==> config.mk <==
export PLATFORM = sky130hd
export DESIGN_NAME = modexp_sequencer_flat
export DESIGN_NICKNAME = d
export VERILOG_FILES = /design/src/rtl/modexp_pkg.sv /design/src/rtl/modexp_sequencer_if.sv /design/src/rtl/modexp_sequencer.sv /design/src/flat_wrapper.sv
export SDC_FILE = /design/constraint.sdc
export NUM_CORES = 1
export LEC_CHECK = 0
export CAP_MARGIN = 20
export CORE_ASPECT_RATIO = 0.7
export CORE_MARGIN = 4
export CORE_UTILIZATION = 35
export DETAILED_ROUTE_END_ITERATION = 12
export GPL_ROUTABILITY_DRIVEN = 0
export SYNTH_ARGS = -nofsm -noshare
export SYNTH_HDL_FRONTEND = slang
export SYNTH_SLANG_ARGS = --single-unit
==> constraint.sdc <==
create_clock -name clk -period 21.1 [get_ports clk]
set_input_delay 6.33 -clock clk [delete_from_list [all_inputs] [get_ports clk]]
set_output_delay 6.33 -clock clk [all_outputs]
set_load 0.005 [all_outputs]
==> src/rtl/modexp_pkg.sv <==
// modexp_pkg: shared definitions for the modular-exponentiation sequencer.
//   WIDTH_DEF / EXP_WIDTH_DEF : default operand and exponent widths
//   S_*                       : FSM state encodings
//   op_t                      : multiply kind, selects the successor once WAIT completes
package modexp_pkg;

  localparam int WIDTH_DEF     = 64;
  localparam int EXP_WIDTH_DEF = 64;

  localparam logic [2:0] S_IDLE   = 3'd0;
  localparam logic [2:0] S_SCAN   = 3'd1;
  localparam logic [2:0] S_REDUCE = 3'd2;
  localparam logic [2:0] S_SQR    = 3'd3;
  localparam logic [2:0] S_MUL    = 3'd4;
  localparam logic [2:0] S_WAIT   = 3'd5;
  localparam logic [2:0] S_FIN    = 3'd6;

  typedef enum logic [1:0] {
    OP_REDUCE = 2'd0,
    OP_SQR    = 2'd1,
    OP_MUL    = 2'd2
  } op_t;

endpackage

==> src/rtl/modexp_sequencer_if.sv <==
// modexp_sequencer_if: bus between the sequencer and the shared modular multiplier.
//   mul_start   : 1-cycle pulse issuing P = X*Y mod N
//   mul_x/mul_y : operands, held from mul_start until mul_done
//   mul_n       : modulus, held for the whole exponentiation
//   mul_done    : 1-cycle pulse, mul_p valid
//   mul_p       : product X*Y mod N
// master = sequencer side, slave = multiplier side.
interface modexp_sequencer_if
  import modexp_pkg::*;
#(
  parameter int WIDTH = WIDTH_DEF
);

  logic             mul_start;
  logic [WIDTH-1:0] mul_x;
  logic [WIDTH-1:0] mul_y;
  logic [WIDTH-1:0] mul_n;
  logic             mul_done;
  logic [WIDTH-1:0] mul_p;

  modport master (
    output mul_start, mul_x, mul_y, mul_n,
    input  mul_done, mul_p
  );

  modport slave (
    input  mul_start, mul_x, mul_y, mul_n,
    output mul_done, mul_p
  );

endinterface

==> src/rtl/modexp_sequencer.sv <==
// modexp_sequencer: left-to-right square-and-multiply controller, O = A^E mod N.
// Owns no arithmetic; drives one external modular multiplier through the mul bus.
// Ports:
//   clk, rst            : clock (rising edge), asynchronous active-high reset
//   start               : 1-cycle request, honoured only in IDLE and not while done pulses
//   base/exponent/modulus : A, E, N, captured on an accepted start
//   busy                : cycle after accepted start through the done pulse inclusive
//   done                : 1-cycle pulse, result/err valid
//   err                 : 1 when N was 0
//   result              : A^E mod N, held until the next accepted start
//   mul                 : multiplier bus (master side)
//
// state  | meaning
// IDLE   | waiting for start
// SCAN   | skipping leading zero exponent bits, one per cycle
// REDUCE | issue A*1 mod N to get the reduced base
// SQR    | issue acc*acc
// MUL    | issue acc*base_red
// WAIT   | operands held until mul_done; ret_op picks the successor
// FIN    | latch result, pulse done
module modexp_sequencer
  import modexp_pkg::*;
#(
  parameter int WIDTH     = WIDTH_DEF,
  parameter int EXP_WIDTH = EXP_WIDTH_DEF
) (
  input  logic                 clk,
  input  logic                 rst,
  input  logic                 start,
  input  logic [WIDTH-1:0]     base,
  input  logic [EXP_WIDTH-1:0] exponent,
  input  logic [WIDTH-1:0]     modulus,
  output logic                 busy,
  output logic                 done,
  output logic                 err,
  output logic [WIDTH-1:0]     result,
  modexp_sequencer_if.master   mul
);

  localparam int              IW    = $clog2(EXP_WIDTH);
  localparam logic [IW-1:0]   I_TOP = IW'(EXP_WIDTH - 1);

  logic [2:0]           state;
  logic [WIDTH-1:0]     a_reg;
  logic [EXP_WIDTH-1:0] e_reg;
  logic [WIDTH-1:0]     base_red;
  logic [WIDTH-1:0]     acc;
  logic [IW-1:0]        bit_idx;
  op_t                  ret_op;
  logic                 err_flag;
  logic                 last_bit;

  assign last_bit = (bit_idx == '0);

  always_ff @(posedge clk or posedge rst) begin
    if (rst) begin
      state         <= S_IDLE;
      a_reg         <= '0;
      e_reg         <= '0;
      base_red      <= '0;
      acc           <= '0;
      bit_idx       <= '0;
      ret_op        <= OP_REDUCE;
      err_flag      <= 1'b0;
      busy          <= 1'b0;
      done          <= 1'b0;
      err           <= 1'b0;
      result        <= '0;
      mul.mul_start <= 1'b0;
      mul.mul_x     <= '0;
      mul.mul_y     <= '0;
      mul.mul_n     <= '0;
    end else begin
      done          <= 1'b0;
      mul.mul_start <= 1'b0;
      case (state)
        S_IDLE: begin
          // done is still high in the first IDLE cycle; a start there is dropped
          if (start && !done) begin
            a_reg     <= base;
            e_reg     <= exponent;
            mul.mul_n <= modulus;
            bit_idx   <= I_TOP;
            acc       <= '0;
            busy      <= 1'b1;
            err       <= 1'b0;
            if (modulus == '0) begin
              err_flag <= 1'b1;
              state    <= S_FIN;
            end else begin
              err_flag <= 1'b0;
              state    <= S_SCAN;
            end
          end else begin
            busy <= 1'b0;
          end
        end
        S_SCAN: begin
          if (e_reg[bit_idx]) begin
            state <= S_REDUCE;
          end else if (!last_bit) begin
            bit_idx <= bit_idx - 1'b1;
          end else begin
            // E == 0: A^0 = 1, which reduces to 0 when N == 1
            acc   <= (mul.mul_n == WIDTH'(1)) ? '0 : WIDTH'(1);
            state <= S_FIN;
          end
        end
        S_REDUCE: begin
          mul.mul_start <= 1'b1;
          mul.mul_x     <= a_reg;
          mul.mul_y     <= WIDTH'(1);
          ret_op        <= OP_REDUCE;
          state         <= S_WAIT;
        end
        S_SQR: begin
          mul.mul_start <= 1'b1;
          mul.mul_x     <= acc;
          mul.mul_y     <= acc;
          ret_op        <= OP_SQR;
          state         <= S_WAIT;
        end
        S_MUL: begin
          mul.mul_start <= 1'b1;
          mul.mul_x     <= acc;
          mul.mul_y     <= base_red;
          ret_op        <= OP_MUL;
          state         <= S_WAIT;
        end
        S_WAIT: begin
          if (mul.mul_done) begin
            acc <= mul.mul_p;
            if (ret_op == OP_REDUCE) base_red <= mul.mul_p;
            // after a squaring, the current bit (already indexed) decides the multiply
            if (ret_op == OP_SQR && e_reg[bit_idx]) begin
              state <= S_MUL;
            end else if (last_bit) begin
              state <= S_FIN;
            end else begin
              bit_idx <= bit_idx - 1'b1;
              state   <= S_SQR;
            end
          end
        end
        S_FIN: begin
          result <= acc;
          err    <= err_flag;
          done   <= 1'b1;
          state  <= S_IDLE;
        end
        default: state <= S_IDLE;
      endcase
    end
  end

endmodule

==> src/flat_wrapper.sv <==
// flat-port wrapper written by rule: the top's interface ports become plain ports
module modexp_sequencer_flat import modexp_pkg::*;
#(
  parameter int WIDTH     = WIDTH_DEF,
  parameter int EXP_WIDTH = EXP_WIDTH_DEF
)
  (clk, rst, start, base, exponent, modulus, busy, done, err, result, mul_mul_start, mul_mul_x, mul_mul_y, mul_mul_n, mul_mul_done, mul_mul_p);
  modexp_sequencer_if #(.WIDTH(WIDTH)) mul_i ();
  input  logic clk;
  input  logic rst;
  input  logic start;
  input  logic [WIDTH-1:0] base;
  input  logic [EXP_WIDTH-1:0] exponent;
  input  logic [WIDTH-1:0] modulus;
  output logic busy;
  output logic done;
  output logic err;
  output logic [WIDTH-1:0] result;
  output wire logic [$bits(mul_i.mul_start)-1:0] mul_mul_start;
  output wire logic [$bits(mul_i.mul_x)-1:0] mul_mul_x;
  output wire logic [$bits(mul_i.mul_y)-1:0] mul_mul_y;
  output wire logic [$bits(mul_i.mul_n)-1:0] mul_mul_n;
  input wire logic [$bits(mul_i.mul_done)-1:0] mul_mul_done;
  input wire logic [$bits(mul_i.mul_p)-1:0] mul_mul_p;
  assign mul_mul_start = mul_i.mul_start;
  assign mul_mul_x = mul_i.mul_x;
  assign mul_mul_y = mul_i.mul_y;
  assign mul_mul_n = mul_i.mul_n;
  assign mul_i.mul_done = mul_mul_done;
  assign mul_i.mul_p = mul_mul_p;
  modexp_sequencer #(.WIDTH(WIDTH), .EXP_WIDTH(EXP_WIDTH)) u_core (.clk(clk), .rst(rst), .start(start), .base(base), .exponent(exponent), .modulus(modulus), .busy(busy), .done(done), .err(err), .result(result), .mul(mul_i));
endmodule
==> results of run 1 <==
-- power by group --
group	leakage (nW)	switching [mW]	internal (mW)
Combinational	5.35	0.944	1.13
Clock	0.892	0.408	0.581
Sequential	6.51	0.370	1.49
-- worst max-delay path, stage by stage --
cell and delay, ps:
clkdlybuf4s50_1 430, nor2_1 250, a221oi_1 180, and2_1 280
nand2_4 610, buf_4 840, buf_4 850, mux2_2 430
-- worst max-delay path by stage --
stage,startpoint,endpoint,slack [ps],cells past startpoint
global route,mul_mul_done,u_core.a_reg[18],10970,8
global placement,mul_mul_done,u_core.a_reg[13],10620,8
floorplan,rst,u_core.a_reg[0],20,1
finish,mul_mul_done,u_core.a_reg[18],11110,8
detailed placement,mul_mul_done,u_core.a_reg[18],10550,8
CTS,mul_mul_done,u_core.a_reg[18],11190,8
-- per-layer routing --
metal  vias to the layer above  global-route usage
met5                         -                   0
met4                         8             0.06235
met3                       130             0.05486
met2                       498              0.3202
met1                      8574              0.2745
li1                       7463                   -
-- synth_stat cells, types with 6 or more instances --
master    number
a21oi_1      128
a22o_1        63
a22oi_1       63
buf_1         16
buf_2         20
buf_6          8
clkbuf_1      83
dfrtp_1      528
inv_1          9
mux2_2       321
mux2i_1       75
mux4_2        14
nand2_1       82
nand3_1        7
nand4_1       10
nor2_1        80
nor2b_1       63
nor4_1        35
o21ai_0      129
o22ai_1        6
-- stage by stage --
stage          setup slack [ps]  std cells  hold slack [ps]    util
3_5_place_dp              10550       3030            472.7  0.4484
3_3_place_gp              10620       3030            459.6  0.4484
2_1_floorplan             16.51       1793            433.1       -
6_report                  11110       3131            479.1  0.4777
5_1_grt                   10970       3130            513.1  0.4777
4_1_cts                   11190       3126            486.6  0.4771
-- cells by family after synthesis --
| kind of cell | after synthesis |
|---|---|
| compound gates | 415 |
| xor+xnor | 1 |
| fa+ha+maj | 2 |
| buf+inv | 140 |
| flops | 528 |
| mux | 411 |
| simple gates | 296 |
-- area by class of cell --
type	count	share of cell area
repair buffers	539	0.1777
flip-flops and latches	528	0.4357
clock inverters	20	0.008044
inverters	11	0.001691
diodes	3	0.0002475
multi-input cells	1125	0.2904
clock buffers	76	0.05202
well taps	829	0.03420
==> metrics.md, run 1 <==
| Metric | Value |
|---|---|
| Outcome | completed |
| Synth Cell Area | 22590 sq um |
| TritonCTS clock tree | built |
| Area occupied by multi-input gates | 8807 sq um |
| Final ANT Viol Nets | 0 |
| Final period util | 0.4737 |
| Hpwl dp | 47.00 mm |
| Remaining DRCs | 0 |
| Initial cell density of the core | 0.3558 |
| Drt total wl | 71.38 mm |
| Layout area overhead | 34.27% |
| Drt first-iter violations | 1164 |
| Synth Area in XOR/XNOR | 0.0003877 |
| Filler cell count | 5622 |
| CTS Hold Bufs | 0 |
| Clock sinks | 528 |
| Yosys top cell area share | 0.5849 |
| CTS clk-pin slew, worst paths | 60 ps |
| Final setup viols | 0 |
| Area contributors post-synth | dfrtp_1 (58%), mux2_2 (16%), mux2i_1 (3.3%), o21ai_0 (2.9%), a21oi_1 (2.8%) |
| Fmax | 100.1 MHz |
| Crit path DAT | 10460 ps |
| RR Startpoint | u_core.state[2] |
| VDD IR max | 0.1108 mV |
| Layout cells sized above 1 | 0.2010 |
| Fin crit period | 9995 ps |
| Min-Delay Endpoint | u_core.mul.mul_x[32] |
| Reg-to-reg setup timing slack | 15770 ps |
| Compound-gate portion of the synthesized area | 0.1139 |
| First-pass GRT wire length | 108.1 mm |
| CTS Buf Count | 54 |
| Required @ worst endpoint | 21560 ps |
| Postcts setup bufs | 0 |
| # Max-Cap Violations | 0 |
| Met1 WL | 31.64 mm |
| RSZ-0062 raised after global routing | false |
| Nets | 2521 |
| Least-Margin Pin Slew | 1147 ps |
| Final Power | 4.922 mW |
| Die width | 311.7 um |
| Crit Path Category | in2reg |
| Vias | 16.67k |
| Final Slew Violations | 0 |
| Power Density | 162.3 nW/um^2 |
| Placed Instance Area | 28470 sq um |
| Port bufs | 519 |
| Distinct cells, synth | 53 |
| Vias in the first global route | 17.30k |
| Max clock buf depth | 3 |
| Core box area | 63490 sq um |
| Most frequent cells in the layout | dfrtp_1 (527), clkdlybuf4s50_1 (519), mux2_2 (321), o21ai_0 (129), a21oi_1 (128) |
| # rows | 77 |
| WL/cell | 22.80 um |
| Resize count post-CTS | 0 |
| I/O pin count | 520 |
| Skew final | 14.01 ps |
| Maximum fanout along the worst path | 74 |
| Post-Syn Nets | 2055 |
| Number of synthesized flops with an enable pin | 0 |
| 1st-pass router iterations | 7 |
| Reg2reg path depth | 9 |
| Number of vias per cell | 5.325 |
| Met2 wire length | 33.07 mm |
| Leakage | 12.75 nW |
| Max H-tree Level | 2 |
| Slew margin rel. | 0.2352 |
| Avg Inst Size Synth | 12.60 sq um |
| HP Class | reg2reg |
| Initial antenna violation count | 7 |
| Gate Count Post-Synth | 1793 |
| Worst skew pair latency | 590 ps |
| Hold path cells | 2 |
| Critical Path Source Type | input port |
| Synth area leader | dfrtp_1 |
| Sequential fraction of the synthesis area | 0.5849 |
| DIE AREA | 68740 sq um |
| Post-route cell area | 30330 sq um |
| Mux contribution to synthesized area | 0.2079 |
| Synth async-reset ratio | 1.000 |
| RR Endpoint | u_core.a_reg[18] |
| Main synth FF type | dfrtp_1 |
| Post-synthesis simple-gate area fraction | 0.06397 |
| Register area | 13220 sq um |
| Syn. warnings | 0 |
| Combinational family with the most area after synthesis | multiplexers |
| Largest net degree at the start of global routing | 170 |
| Grt ovf | 0 |
| Max layer used | met5 |
| Total Neg Setup Slack | 0 ps |
| Seq cells post-synth | 528 |
| Critical path endpoint category | flip-flop |
| Hold Crit Start | u_core.mul.mul_x[32] |
| Adder-Cell Fraction of Synth Area | 0.001108 |
| Root Buffer | clkbuf_16 |
| Hold Fails Final Rpt | 0 |
| Tot GR Track Use | 0.2025 |
| Most common cell after layout, fill and taps aside | dfrtp_1 |
| Routed length on met3 | 4.796 mm |
| Die span in y | 220.6 um |
(Power assumes the default switching activity.)
==> run 2, diff against run 1 <==
==> constraint.sdc (replaced) <==
create_clock -name clk -period 8.35 [get_ports clk]
set_input_delay 2.505 -clock clk [delete_from_list [all_inputs] [get_ports clk]]
set_output_delay 2.505 -clock clk [all_outputs]
set_load 0.005 [all_outputs]
==> run 2 against run 1 <==
- setup slack worse by 7500 ps
- sequential share of layout area down 0.21 points
- global-route usage down 0.13 points
- register-to-register slack worse by 11000 ps
- sequential power rose to 2.5 times the previous value
- via count up 0.19%
- count of clock-buffer cells in the layout down 2
- cell count up 0.16%
- total power rose to 2.6 times the previous value
- clock power rose to 2.7 times the previous value
- largest power group unchanged
==> metrics.md, run 2 (synthesis gave the netlist of run 1 again) <==
| Metric | Value |
|---|---|
| Power Density | 412.1 nW/um^2 |
| Port bufs | 519 |
| Layout cells sized above 1 | 0.2042 |
| # rows | 77 |
| Crit Path Category | in2reg |
| Final setup viols | 0 |
| Drt total wl | 71.32 mm |
| Remaining DRCs | 0 |
| Critical path endpoint category | flip-flop |
| Routed length on met3 | 4.802 mm |
| Final setup margin | 3622 ps |
| Core box area | 63490 sq um |
| Initial cell density of the core | 0.3558 |
| CTS clk-pin slew, worst paths | 60 ps |
| # Max-Cap Violations | 0 |
| First-pass GRT wire length | 107.8 mm |
| Required @ worst endpoint | 8820 ps |
| Met2 wire length | 33.94 mm |
| Max layer used | met5 |
| Vias | 16.71k |
| Worst skew pair latency | 590 ps |
| Skew final | 24.72 ps |
| DIE AREA | 68740 sq um |
| Crit path DAT | 5200 ps |
| Maximum fanout along the worst path | 121 |
| Post-place setup slack | 3082 ps |
| VDD IR max | 0.2896 mV |
| Total Neg Setup Slack | 0 ps |
| I/O pin count | 520 |
| Grt ovf | 0 |
| Outcome | completed |
| Hpwl dp | 47.43 mm |
| RSZ-0062 raised after global routing | false |
| Cell Count, Final, Fillers Out | 3136 |
| TritonCTS clock tree | built |
| Largest net degree at the start of global routing | 164 |
| Initial antenna violation count | 12 |
| Vias in the first global route | 17.39k |
| Die span in y | 220.6 um |
| Postcts setup bufs | 0 |
| Met1 WL | 30.87 mm |
| Root Buffer | clkbuf_16 |
| Fmax | 211.5 MHz |
| WL/cell | 22.74 um |
| Clock sinks | 528 |
| Critical Path Source Type | input port |
| Resize count post-CTS | 0 |
| Slew margin rel. | 0.2513 |
| Layout area overhead | 34.93% |
| Leakage | 12.83 nW |
| Final period util | 0.5662 |
| Most frequent cells in the layout | dfrtp_1 (527), clkdlybuf4s50_1 (519), mux2_2 (321), o21ai_0 (129), a21oi_1 (128) |
| Number of vias per cell | 5.327 |
| Die width | 311.7 um |
| Hold Fails Final Rpt | 0 |
| Max H-tree Level | 2 |
| Final Slew Violations | 0 |
| CTS Buf Count | 53 |
| Nets | 2521 |
| Most common cell after layout, fill and taps aside | dfrtp_1 |
| Final ANT Viol Nets | 0 |
| Max clock buf depth | 3 |
| Drt first-iter violations | 1001 |
| CTS Hold Bufs | 0 |
| Inst Count DP | 3032 |
| Tot GR Track Use | 0.2011 |
| Post-layout util | 0.4801 |
| HP Class | reg2reg |
| 1st-pass router iterations | 4 |
| Fin crit period | 4728 ps |
| Least-Margin Pin Slew | 1123 ps |
==> run 2: final timing paths <==
| kind | startpoint | to | slack (ps) | cells past startpoint |
|---|---|---|---|---|
| setup / recovery | mul_mul_done | u_core.mul.mul_n[4] | 3620 | 7 |
| hold / removal | u_core.err_flag | u_core.err | 470 | 2 |
| setup reg to reg | u_core.state[1] | u_core.mul.mul_n[4] | 4420 | 6 |
| hold reg to reg | u_core.err_flag | u_core.err | 470 | 2 |
| max in group asynchronous | rst | u_core.mul.mul_n[53] | 4740 | 3 |
| min in group asynchronous | rst | u_core.base_red[58] | 2280 | 2 |
==> run 2: worst max-delay path, stage by stage <==
cell and delay (ps):
clkdlybuf4s50_1 490, nor2_1 100, a221oi_1 430, and2_1 300, nand2_4 250, buf_12 270
mux2_2 500
==> run 2: layout make-up <==
type	instances	area, sq um
well taps	829	1037
inverters	11	47.55
clock inverters	24	360.3
flip-flops and latches	528	13220
clock buffers	74	1578
repair buffers	540	5423
fillers	5602	33010
multi-input cells	1125	8807
diodes	5	12.51
==> run 2: power breakdown <==
| group | internal, mW | switching [mW] | total [mW] |
|---|---|---|---|
| registers | 3.76 | 0.934 | 4.69 |
| logic | 2.86 | 2.38 | 5.24 |
| clock network | 1.60 | 1.03 | 2.63 |
| total | 8.22 | 4.34 | 12.6 |
==> run 2: stage by stage <==
stage | total power, mW | hold WS [ps] | instance area (sq um)
final | 12.56 | 470.5 | 30480
after global routing | 13.35 | 493.1 | 30480
after CTS | 12.68 | 475.8 | 30440
after detailed placement | 9.999 | 459.7 | 28500
after global placement | 9.789 | 461.9 | 28500
after floorplan | 7.648 | 433.1 | 22590
==> run 2: per-layer routing <==
metal | vias to the layer above | track usage
met5 | - | 0
met4 | 14 | 0.05326
met3 | 126 | 0.05440
met2 | 497 | 0.3294
met1 | 8608 | 0.2669
li1 | 7460 | -
